<file path="config.mk">
export PLATFORM = sky130hd
export DESIGN_NAME = fx2_fifo_arbiter
export DESIGN_NICKNAME = d
export VERILOG_FILES = /design/src/rtl/fx2_fifo_arbiter.sv
export SDC_FILE = /design/constraint.sdc
export NUM_CORES = 1
export LEC_CHECK = 0
export CELL_PAD_IN_SITES_DETAIL_PLACEMENT = 0
export CELL_PAD_IN_SITES_GLOBAL_PLACEMENT = 1
export CORE_MARGIN = 2
export CORE_UTILIZATION = 29
export DETAILED_ROUTE_END_ITERATION = 10
export PLACE_DENSITY = 0.87
export REMOVE_ABC_BUFFERS = 1
export SLEW_MARGIN = 5
export SYNTH_ARGS = -nofsm -noshare
export SYNTH_HDL_FRONTEND = slang
export SYNTH_SLANG_ARGS = --single-unit
</file>
<file path="constraint.sdc">
create_clock -name ifclk -period 2.2 [get_ports ifclk]
set_input_delay 0.33 -clock ifclk [delete_from_list [all_inputs] [get_ports ifclk]]
set_output_delay 0.33 -clock ifclk [all_outputs]
set_load 0.02 [all_outputs]
</file>
<file path="src/rtl/fx2_fifo_arbiter.sv">
// FPGA-side master for the FX2 slave-FIFO bus: shares fd between the EP2 command
// read path and the EP6 data write path with round-robin arbitration and turnaround.
module fx2_fifo_arbiter #(
  parameter int unsigned MAX_BURST = 16,
  parameter logic [1:0]  EP_RD_ADR = 2'b00,
  parameter logic [1:0]  EP_WR_ADR = 2'b10
) (
  input  logic       ifclk,
  input  logic       reset_n,
  input  logic [7:0] fd_in,
  output logic [7:0] fd_out,
  output logic       fd_oe,
  output logic       sloe,
  output logic       slrd,
  output logic       slwr,
  output logic       pktend,
  output logic [1:0] fifoadr,
  input  logic [3:0] flags,
  output logic [7:0] cmd_data,
  output logic       cmd_valid,
  input  logic       cmd_ready,
  input  logic [7:0] tx_data,
  input  logic       tx_valid,
  output logic       tx_ready,
  input  logic       tx_flush,
  output logic       busy,
  output logic [2:0] state_dbg
);

  // Streams: a byte moves on a rising edge where valid && ready; valid never waits
  // on ready, and data is held stable while valid && !ready.

  typedef enum logic [2:0] {
    S_IDLE    = 3'd0,
    S_RD_TURN = 3'd1,
    S_RD      = 3'd2,
    S_WR_TURN = 3'd3,
    S_WR      = 3'd4,
    S_PKTEND  = 3'd5
  } state_e;

  localparam logic [7:0] MAX_B = 8'(MAX_BURST);

  state_e     state_q, state_d;
  logic [7:0] burst_q, burst_d;
  logic [7:0] cmd_data_q, cmd_data_d;
  logic       cmd_valid_q, cmd_valid_d;
  logic       flush_pending_q, flush_pending_d;
  logic       last_grant_wr_q, last_grant_wr_d;
  logic [1:0] fifoadr_q, fifoadr_d;

  logic ep2_empty;
  logic ep6_full;
  logic rd_req;
  logic wr_req;
  logic grant_rd;
  logic grant_wr;
  logic cmd_free;
  logic burst_ok;
  logic rd_go;
  logic wr_go;
  logic unused_flags;

  assign ep2_empty    = flags[0];
  assign ep6_full     = flags[1];
  assign unused_flags = ^flags[3:2];

  assign rd_req   = !ep2_empty && !cmd_valid_q;
  assign wr_req   = (tx_valid && !ep6_full) || flush_pending_q;
  assign cmd_free = !cmd_valid_q || cmd_ready;
  assign burst_ok = burst_q < MAX_B;
  assign rd_go    = (state_q == S_RD) && !ep2_empty && cmd_free && burst_ok;
  assign wr_go    = (state_q == S_WR) && tx_valid && !ep6_full && burst_ok;

  always_ff @(posedge ifclk or negedge reset_n) begin
    if (!reset_n) begin
      state_q <= S_IDLE;
    end else begin
      state_q <= state_d;
    end
  end

  always_comb begin
    state_d  = state_q;
    grant_rd = 1'b0;
    grant_wr = 1'b0;
    case (state_q)
      S_IDLE: begin
        // On contention the side that did not win last time gets the bus.
        if (rd_req && wr_req) begin
          grant_rd = last_grant_wr_q;
          grant_wr = !last_grant_wr_q;
        end else begin
          grant_rd = rd_req;
          grant_wr = wr_req;
        end
        if (grant_rd) begin
          state_d = S_RD_TURN;
        end else if (grant_wr) begin
          state_d = S_WR_TURN;
        end
      end
      S_RD_TURN: state_d = S_RD;
      S_RD: begin
        if (!rd_go) begin
          state_d = S_IDLE;
        end
      end
      S_WR_TURN: state_d = S_WR;
      S_WR: begin
        if (!wr_go) begin
          state_d = (flush_pending_q && !tx_valid) ? S_PKTEND : S_IDLE;
        end
      end
      S_PKTEND: state_d = S_IDLE;
      default:  state_d = S_IDLE;
    endcase
  end

  always_comb begin
    burst_d         = burst_q;
    cmd_data_d      = cmd_data_q;
    cmd_valid_d     = cmd_valid_q;
    flush_pending_d = flush_pending_q;
    last_grant_wr_d = last_grant_wr_q;
    fifoadr_d       = fifoadr_q;

    if (grant_rd) begin
      burst_d         = 8'd0;
      last_grant_wr_d = 1'b0;
      fifoadr_d       = EP_RD_ADR;
    end else if (grant_wr) begin
      burst_d         = 8'd0;
      last_grant_wr_d = 1'b1;
      fifoadr_d       = EP_WR_ADR;
    end else if (rd_go || wr_go) begin
      burst_d = burst_q + 8'd1;
    end

    if (rd_go) begin
      cmd_data_d  = fd_in;
      cmd_valid_d = 1'b1;
    end else if (cmd_ready) begin
      cmd_valid_d = 1'b0;
    end

    // A flush arriving during PKTEND wins so it is not lost.
    if (tx_flush) begin
      flush_pending_d = 1'b1;
    end else if (state_q == S_PKTEND) begin
      flush_pending_d = 1'b0;
    end
  end

  always_ff @(posedge ifclk or negedge reset_n) begin
    if (!reset_n) begin
      burst_q         <= 8'd0;
      cmd_data_q      <= 8'd0;
      cmd_valid_q     <= 1'b0;
      flush_pending_q <= 1'b0;
      last_grant_wr_q <= 1'b1;
      fifoadr_q       <= EP_RD_ADR;
    end else begin
      burst_q         <= burst_d;
      cmd_data_q      <= cmd_data_d;
      cmd_valid_q     <= cmd_valid_d;
      flush_pending_q <= flush_pending_d;
      last_grant_wr_q <= last_grant_wr_d;
      fifoadr_q       <= fifoadr_d;
    end
  end

  always_comb begin
    sloe     = 1'b0;
    fd_oe    = 1'b0;
    slrd     = 1'b0;
    slwr     = 1'b0;
    tx_ready = 1'b0;
    pktend   = 1'b0;
    fd_out   = 8'h00;
    case (state_q)
      S_RD_TURN: sloe = 1'b1;
      S_RD: begin
        sloe = 1'b1;
        slrd = rd_go;
      end
      S_WR_TURN: fd_oe = 1'b1;
      S_WR: begin
        fd_oe    = 1'b1;
        fd_out   = tx_data;
        slwr     = wr_go;
        tx_ready = wr_go;
      end
      S_PKTEND: pktend = 1'b1;
      default: ;
    endcase
  end

  assign busy      = (state_q != S_IDLE);
  assign fifoadr   = fifoadr_q;
  assign cmd_data  = cmd_data_q;
  assign cmd_valid = cmd_valid_q;
  assign state_dbg = state_q;

endmodule

</file>
# Word level (Yosys, flattened, before mapping)

Cells that the tools add are included.

Bits in registers: 24
Output and inout bits: 29

Add/sub/neg operators: 1
$lt $le $gt $ge: 1
Equal/unequal tests: 8
Mux-type cells: 29
Reduce and logical (&&, ||, !) cells: 27

Operator list:

| operator            | number |
|---|---|
| $mux 8              | 4 |
| $mux 1              | 17 |
| $mux 3              | 5 |
| $pmux 3 s5          | 1 |
| $logic_and 1x1->1   | 10 |
| $add 8x1->8 const B | 1 |
| $lt 8x5->1 const B  | 1 |
| $eq 3x2->1 const B  | 2 |
| $eq 3x3->1 const B  | 2 |
| $reduce_bool 2->1   | 3 |
| $reduce_bool 3->1   | 2 |
| $logic_not 1->1     | 5 |
| $mux 2              | 2 |
| $ne 2x2->1 const B  | 2 |
| $reduce_or 2->1     | 2 |
| $eq 3x1->1 const B  | 1 |
| $logic_not 3->1     | 1 |
| $logic_or 1x1->1    | 3 |
| $ne 3x3->1 const B  | 1 |
| $reduce_and 3->1    | 1 |

# Longest topological paths before layout

Gate-level depths: netlist of run 1.

Depth after elaboration: 9
Gate-level depth with buffers: 6
Depth with buffers taken out: 5

# Worst setup path before layout of run 1

OpenSTA, ideal clock, no wires.

Path type: register to output
From: reg burst_q[4]
To: out slrd
Arrival time: 1.374 ns
Data required time: 1.870 ns
Slack: 0.496 ns
Cell stages (with the launch flop): 4
Path buffers: 0
Cell sequence: dfrtp_1 > nor4_1 > nand4_2 > inv_1

Cells in the longest elaborated chain, start to end: 3

Ends and longest elaborated chain:

| element                | line | text |
|---|---|---|
| start, declared        | 45   | `logic [7:0] burst_q, burst_d;` |
| start signal, assigned | 164  | `burst_q <= burst_d;` |
| $lt 8x5->1             | 71   | `assign burst_ok = burst_q < MAX_B;` |
| $logic_and 1x1->1      | 72   | `assign rd_go = (state_q == S_RD) && !ep2_empty && cmd_free && burst_ok;` |
| $mux 1                 | 181  | `case (state_q)` |
| end, declared          | 14   | `output logic slrd,` |

No other way between the ends.

# Worst setup path after layout of run 1

From: reg state_q[1], in the netlist state_dbg[1]
To: out busy

Cells in the longest elaborated chain, start to end: 1

Ends and longest elaborated chain:

| element                | line | text |
|---|---|---|
| start, declared        | 44   | `state_e state_q, state_d;` |
| start signal, assigned | 79   | `state_q <= state_d;` |
| $reduce_bool 3->1      | 199  | `assign busy = (state_q != S_IDLE);` |
| end, declared          | 26   | `output logic busy,` |

No other way between the ends.

==> out/qor.txt, run 1 <==
Status - completed
First-pass detailed-route iteration total - 4
CP startpoint kind - register
Post-route setup slack - 0.212 ns
DR iter-0 viols - 31
Global-route wire length before repair - 4200 um
Setup Slack @ Placement - 0.0609 ns
Tcrit/Tclk final - 90.3%
Worst path required time - 1.87 ns
Die Span Y - 65.8 um
Diodes inserted - 0
Filler Cells Inserted - 339
Mapped cell area - 0.00111 mm^2
Synthesized area per cell - 10.7 um^2
Average routed wire per standard cell - 12.4 um
RePlAce Congestion - 0.825
Yosys cell types - 33
Vias in the first global route - 979
Hold Path Class - in2async
Clock network power share - 12.9%
Row cnt - 22
Post-synthesis sequential area ratio - 52.1%
Clk buf depth - 2
Clock tree sinks - 23
I/O pin total - 54
PwrDens - 1170 mW/mm^2
Post-layout minimum cycle time - 1.99 ns
Vias - 991
Number of H-tree levels - 1
Port bufs - 50
Clock Root Buffer - clkbuf_8
Worst R2R Start - state_dbg[0]
GRT overflow - 0
Synthesized instance count - 103
Largest net degree at the start of global routing - 24
Final Hold Fails - 0
CP endpoint kind - output port
Worst Path Arrival - 1.66 ns
Leakage - 0.000828 uW
Layout Area Growth over Synthesis - 57.9%
DRC - 0
Maximum vdd drop - 333 uV
Hpwl dp - 2050 um
Part of the power in registers - 34.3%
Max Clock Skew - 0.00164 ns
CTS clk-pin slew, worst paths - 0.08 ns
Final antenna-violating net count - 0
Psw - 793 uW
Die area - 0.00432 mm^2
Clock latency on the worst-skew pair - 0.26 ns
Setup TNS Final - 0 ns
Gate power share - 52.8%
Sw Share - 38.7%
Slew Limit Fails - 0
Final Setup Violations - 0
Net count reported at finish - 189
Drt via density - 4.72
FMAX - 0.503 GHz
Placed cell count - 205
Unrepaired setup endpoints after global routing - no
Die X - 65.8 um
Internal Power - 1250 uW
Fin cells - 210
Initial antenna violation count - 0
CTS tree - built
CTS Hold Bufs - 0
FF+latch count, synth - 23
Max-Cap Viols - 0
Share of layout cells above drive strength 1 - 15.4%
Total core area - 0.00366 mm^2
WS Path Type - reg2out
CTS Buf Count - 3
CP Max Fanout - 7
Initial core utilization - 30.2%
Total routed wirelength - 2590 um
Overall Global Routing Usage - 12.5%
Crit path launch - state_dbg[1]
Synth Warn # - 0
[power by group through the flow]
stage	Clock, uW	Combinational, uW	Sequential [uW]
floorplan	0	439	825
global placement	0	1090	697
detailed placement	0	1110	707
CTS	273	1090	702
global route	289	1170	725
finish	265	1080	702
[Yosys cell counts]
library cell / count / area [um^2]
xnor2_1: 1 / 8.76
o21a_1: 2 / 15.0
nand3_1: 3 / 15.0
o21ai_0: 2 / 10.0
nor3_1: 4 / 20.0
a32oi_1: 2 / 17.5
nand2b_1: 2 / 12.5
nand4_2: 1 / 12.5
a21oi_1: 1 / 5.00
a211oi_1: 1 / 7.51
and2_1: 11 / 68.8
nor4_1: 1 / 6.26
ha_1: 1 / 12.5
nor2b_1: 1 / 6.26
o21bai_1: 2 / 15.0
and3b_1: 1 / 8.76
o211ai_1: 1 / 7.51
o31ai_1: 3 / 22.5
or4_1: 2 / 15.0
nand2_1: 9 / 33.8
inv_1: 6 / 22.5
nor2_1: 4 / 15.0
clkbuf_1: 2 / 7.51
nand3b_1: 1 / 7.51
mux2_2: 8 / 90.1
dfstp_2: 1 / 26.3
and2b_1: 1 / 7.51
a21boi_1: 1 / 7.51
dfrtp_1: 22 / 551
conb_1: 1 / 3.75
nor3b_2: 1 / 12.5
mux2i_1: 2 / 20.0
buf_4: 2 / 15.0
[worst paths after layout]
check                      slack [ns]  depth (start not counted)              end
min in group ifclk               0.50                          2  last_grant_wr_q
hold / removal                   0.41                          2      cmd_data[0]
hold reg to reg                  0.50                          2  last_grant_wr_q
max in group asynchronous        1.52                          2  last_grant_wr_q
setup / recovery                 0.21                          3             busy
setup reg to reg                 0.46                          6       burst_q[1]
[metal layers]
metal | global-route usage [%] | part of all wire, % | up-vias
li1 | - | - | 470
met1 | 14.6 | 43 | 468
met2 | 21.2 | 45 | 45
met3 | 4.97 | 11 | 8
met4 | 3.39 | 1.3 | 0
met5 | 0 | 0 | -
[cell families after synthesis]
group                      count (synthesis)  share of synthesized area (%)
buffers and inverters                     10                           4.07
DFF                                       23                           52.1
adders and majority gates                  1                           1.13
other                                      1                          0.339
muxes                                     10                           9.96
and+or+nand+nor                           42                           21.8
AOI/OAI and AO/OA                         15                           9.73
xor gates and xnor gates                   1                          0.792
[layout by cell type, fill, tap and decap left out, types with 3 or more instances in the layout]
cell,netlist,final
nor2_1,4,4
and2_1,11,11
nand3_1,3,3
mux2_2,8,8
dfrtp_1,22,21
nand2_1,9,9
o31ai_1,3,3
nor3_1,4,4
dlygate4sd2_1,0,12
clkdlybuf4s50_1,0,38
clkbuf_8,0,3
buf_4,2,9
inv_1,6,6
[flip-flops by register name, summed over array words and instances, names as in the netlist]
register	flops
burst_q	8
cmd_data	8
state_dbg	3
cmd_valid	1
fifoadr	1
flush_pending_q	1
last_grant_wr_q	1
[cell type report]
type,count,area (um^2),share of cell area [%]
tap,48,60.1,3.44
sequential,23,578,33.1
inverter,6,22.5,1.29
multi-input combinational,70,484,27.7
clock buffer,3,41.3,2.36
clock inverter,1,7.51,0.430
timing repair buffer,59,553,31.7
[critical path: stages (launching register included)]
cell and delay, ns:
dfrtp_1 0.47, nor3_1 0.30, inv_1 0.08, clkdlybuf4s50_1 0.54
[what timing repair did]
action,4_1_cts,5_1_grt
endpoints found under the setup margin,12,0
resized for setup,13,0
buffers inserted,1,0
[through the flow]
step	power (uW)	hold slack [ns]	utilization, %	area, um^2
floorplan	1260	0.0344	-	1080
CTS	2070	0.410	47.7	1750
global route	2180	0.451	47.7	1750
detailed placement	1810	0.489	46.5	1700
global placement	1780	0.477	46.5	1700
finish	2050	0.405	47.7	1750
Note: power is estimated with default switching activity, not from simulation.
==> run 2: changes to the inputs <==
- GPL_TIMING_DRIVEN: unset -> 0
==> run 2 against run 1 <==
  * Hold slack better by 0.096 ns
  * Clock skew rose by 0.0017 ns
  * Wire length increased by 8.8%
  * Utilization grew 0.34 points
  * Global-route usage rose by 0.71 points
  * Combinational power is essentially flat
  * Die area unchanged
  * Critical path depth unchanged
  * Sequential share of layout area fell by 0.24 points
  * Register-to-register slack got worse by 0.03 ns
  * Largest cell class unchanged
  * Highest routed layer unchanged
==> out/qor.txt, run 2 (same netlist as run 1, synthesis figures left out) <==
Cells along the critical path - nor3_2, inv_1, clkdlybuf4s50_1
Final Setup Violations - 0
Clock Root Buffer - clkbuf_8
First-pass detailed-route iteration total - 5
Final Hold Fails - 0
Crit path largest cell delay - 0.55 ns
Worst R2R Start - state_dbg[0]
WS Path Type - reg2out
PwrDens - 1170 mW/mm^2
Post-layout minimum cycle time - 2.09 ns
Initial antenna violation count - 0
Total routed wirelength - 2820 um
Die Span Y - 65.8 um
Port bufs - 50
Worst R2R Setup Slack - 0.43 ns
FF-to-FF End - burst_q[3]
Slew Limit Fails - 0
Slowest stage cell, crit path - clkdlybuf4s50_1
Hold Path Class - reg2reg
I/O pin total - 54
Tcrit/Tclk final - 95.2%
Design Power - 2050 uW
Most frequent cells in the layout - clkdlybuf4s50_1, dfrtp_1, dlygate4sd2_1, and2_1, nand2_1
Largest net degree at the start of global routing - 24
Row cnt - 22
DR iter-0 viols - 81
Diodes inserted - 0
Clock tree sinks - 23
Maximum vdd drop - 358 uV
RePlAce Congestion - 0.822
Vias in the first global route - 957
WHS - 0.502 ns
Die X - 65.8 um
Final antenna-violating net count - 0
CTS tree - built
Hold worst-path end - last_grant_wr_q
Slew headroom - 30.7%
Die area - 0.00432 mm^2
Worst-Margin Slew - 1.04 ns
Initial core utilization - 30.2%
Hold_sp - last_grant_wr_q
CP endpoint kind - output port
Average routed wire per standard cell - 13.7 um
Share of layout cells above drive strength 1 - 15.2%
Total core area - 0.00366 mm^2
CTS Buf Count - 3
Worst path required time - 1.87 ns
Worst Path Arrival - 1.76 ns
CP startpoint kind - register
Vias - 989
Max-Cap Viols - 0
Unrepaired setup endpoints after global routing - no
Leakage - 0.000824 uW
Clock latency on the worst-skew pair - 0.26 ns
Status - completed
Layout Area Growth over Synthesis - 59.0%
Global-route wire length before repair - 4450 um
GRT overflow - 0
Hpwl dp - 2060 um
Commonest non-fill, non-tap cell in the layout - clkdlybuf4s50_1
Clk buf depth - 2
Overall Global Routing Usage - 13.2%
WHS Path Cells - 2
FMAX - 0.478 GHz
CTS clk-pin slew, worst paths - 0.08 ns
Worst Reg-to-Reg Cells - 4
Drt via density - 4.80
CP Max Fanout - 7
Net count reported at finish - 185
DRC - 0
Max Clock Skew - 0.00336 ns
Number of H-tree levels - 1
==> run 2: what timing repair did <==
item / 4_1_cts / 5_1_grt
setup buffers: 5 / 0
setup endpoints to repair: 13 / 0
resized for setup: 20 / 0
hold buffers: 0 / 0
==> run 2: worst max-delay path: cells and delay by family, from the launching register on <==
| kind | cells | cell delay, ns |
|---|---|---|
| simple gates | 1 | 0.39 |
| flops | 1 | 0.48 |
| buf+inv | 2 | 0.62 |
==> run 2: worst max path at each step <==
stage,startpoint,end,depth (start not counted)
after global routing,state_dbg[1],busy,3
final,state_dbg[1],busy,3
after global placement,burst_q[4],slrd,4
after CTS,state_dbg[1],busy,3
after detailed placement,burst_q[4],slrd,4
after floorplan,state_dbg[2],burst_q[3],4
==> run 2: metrics by stage <==
stage | TNS, ns | util (%) | cell area, um^2 | setup WS, ns | cells
after floorplan | 0 | - | 1080 | 0.414 | 99
after global placement | -0.650 | 44.9 | 1640 | -0.266 | 197
after detailed placement | -0.691 | 44.9 | 1640 | -0.252 | 197
after CTS | 0 | 48.1 | 1760 | 0.124 | 206
after global routing | 0 | 48.1 | 1760 | 0.0418 | 206
final | 0 | 48.1 | 1760 | 0.107 | 206
==> run 2: area by class of cell <==
class,count,area (um^2)
fillers,342,1900
clock inverters,1,7.51
repair buffers,55,523
flip-flops and latches,23,578
multi-input cells,70,527
inverters,6,22.5
clock buffers,3,41.3
well taps,48,60.1
==> run 2: layer usage <==
layer	up-vias	GRT usage, %	wire (um)
met5	-	0	0
met4	0	2.86	6
met3	2	3.94	274
met2	46	22.7	1390
met1	477	16.3	1150
li1	464	-	-
==> run 2: power breakdown <==
part / internal (uW) / total [uW] / switching [uW] / leakage (uW)
clock: 128 / 268 / 140 / 0.0000217
combinational: 527 / 1080 / 553 / 0.000518
sequential: 575 / 705 / 130 / 0.000284
==> run 3: changes to the inputs <==
- HOLD_SLACK_MARGIN: unset -> 0.15
==> results of run 3 <==
Final layout, timing and power as in run 2 (identical DEF).
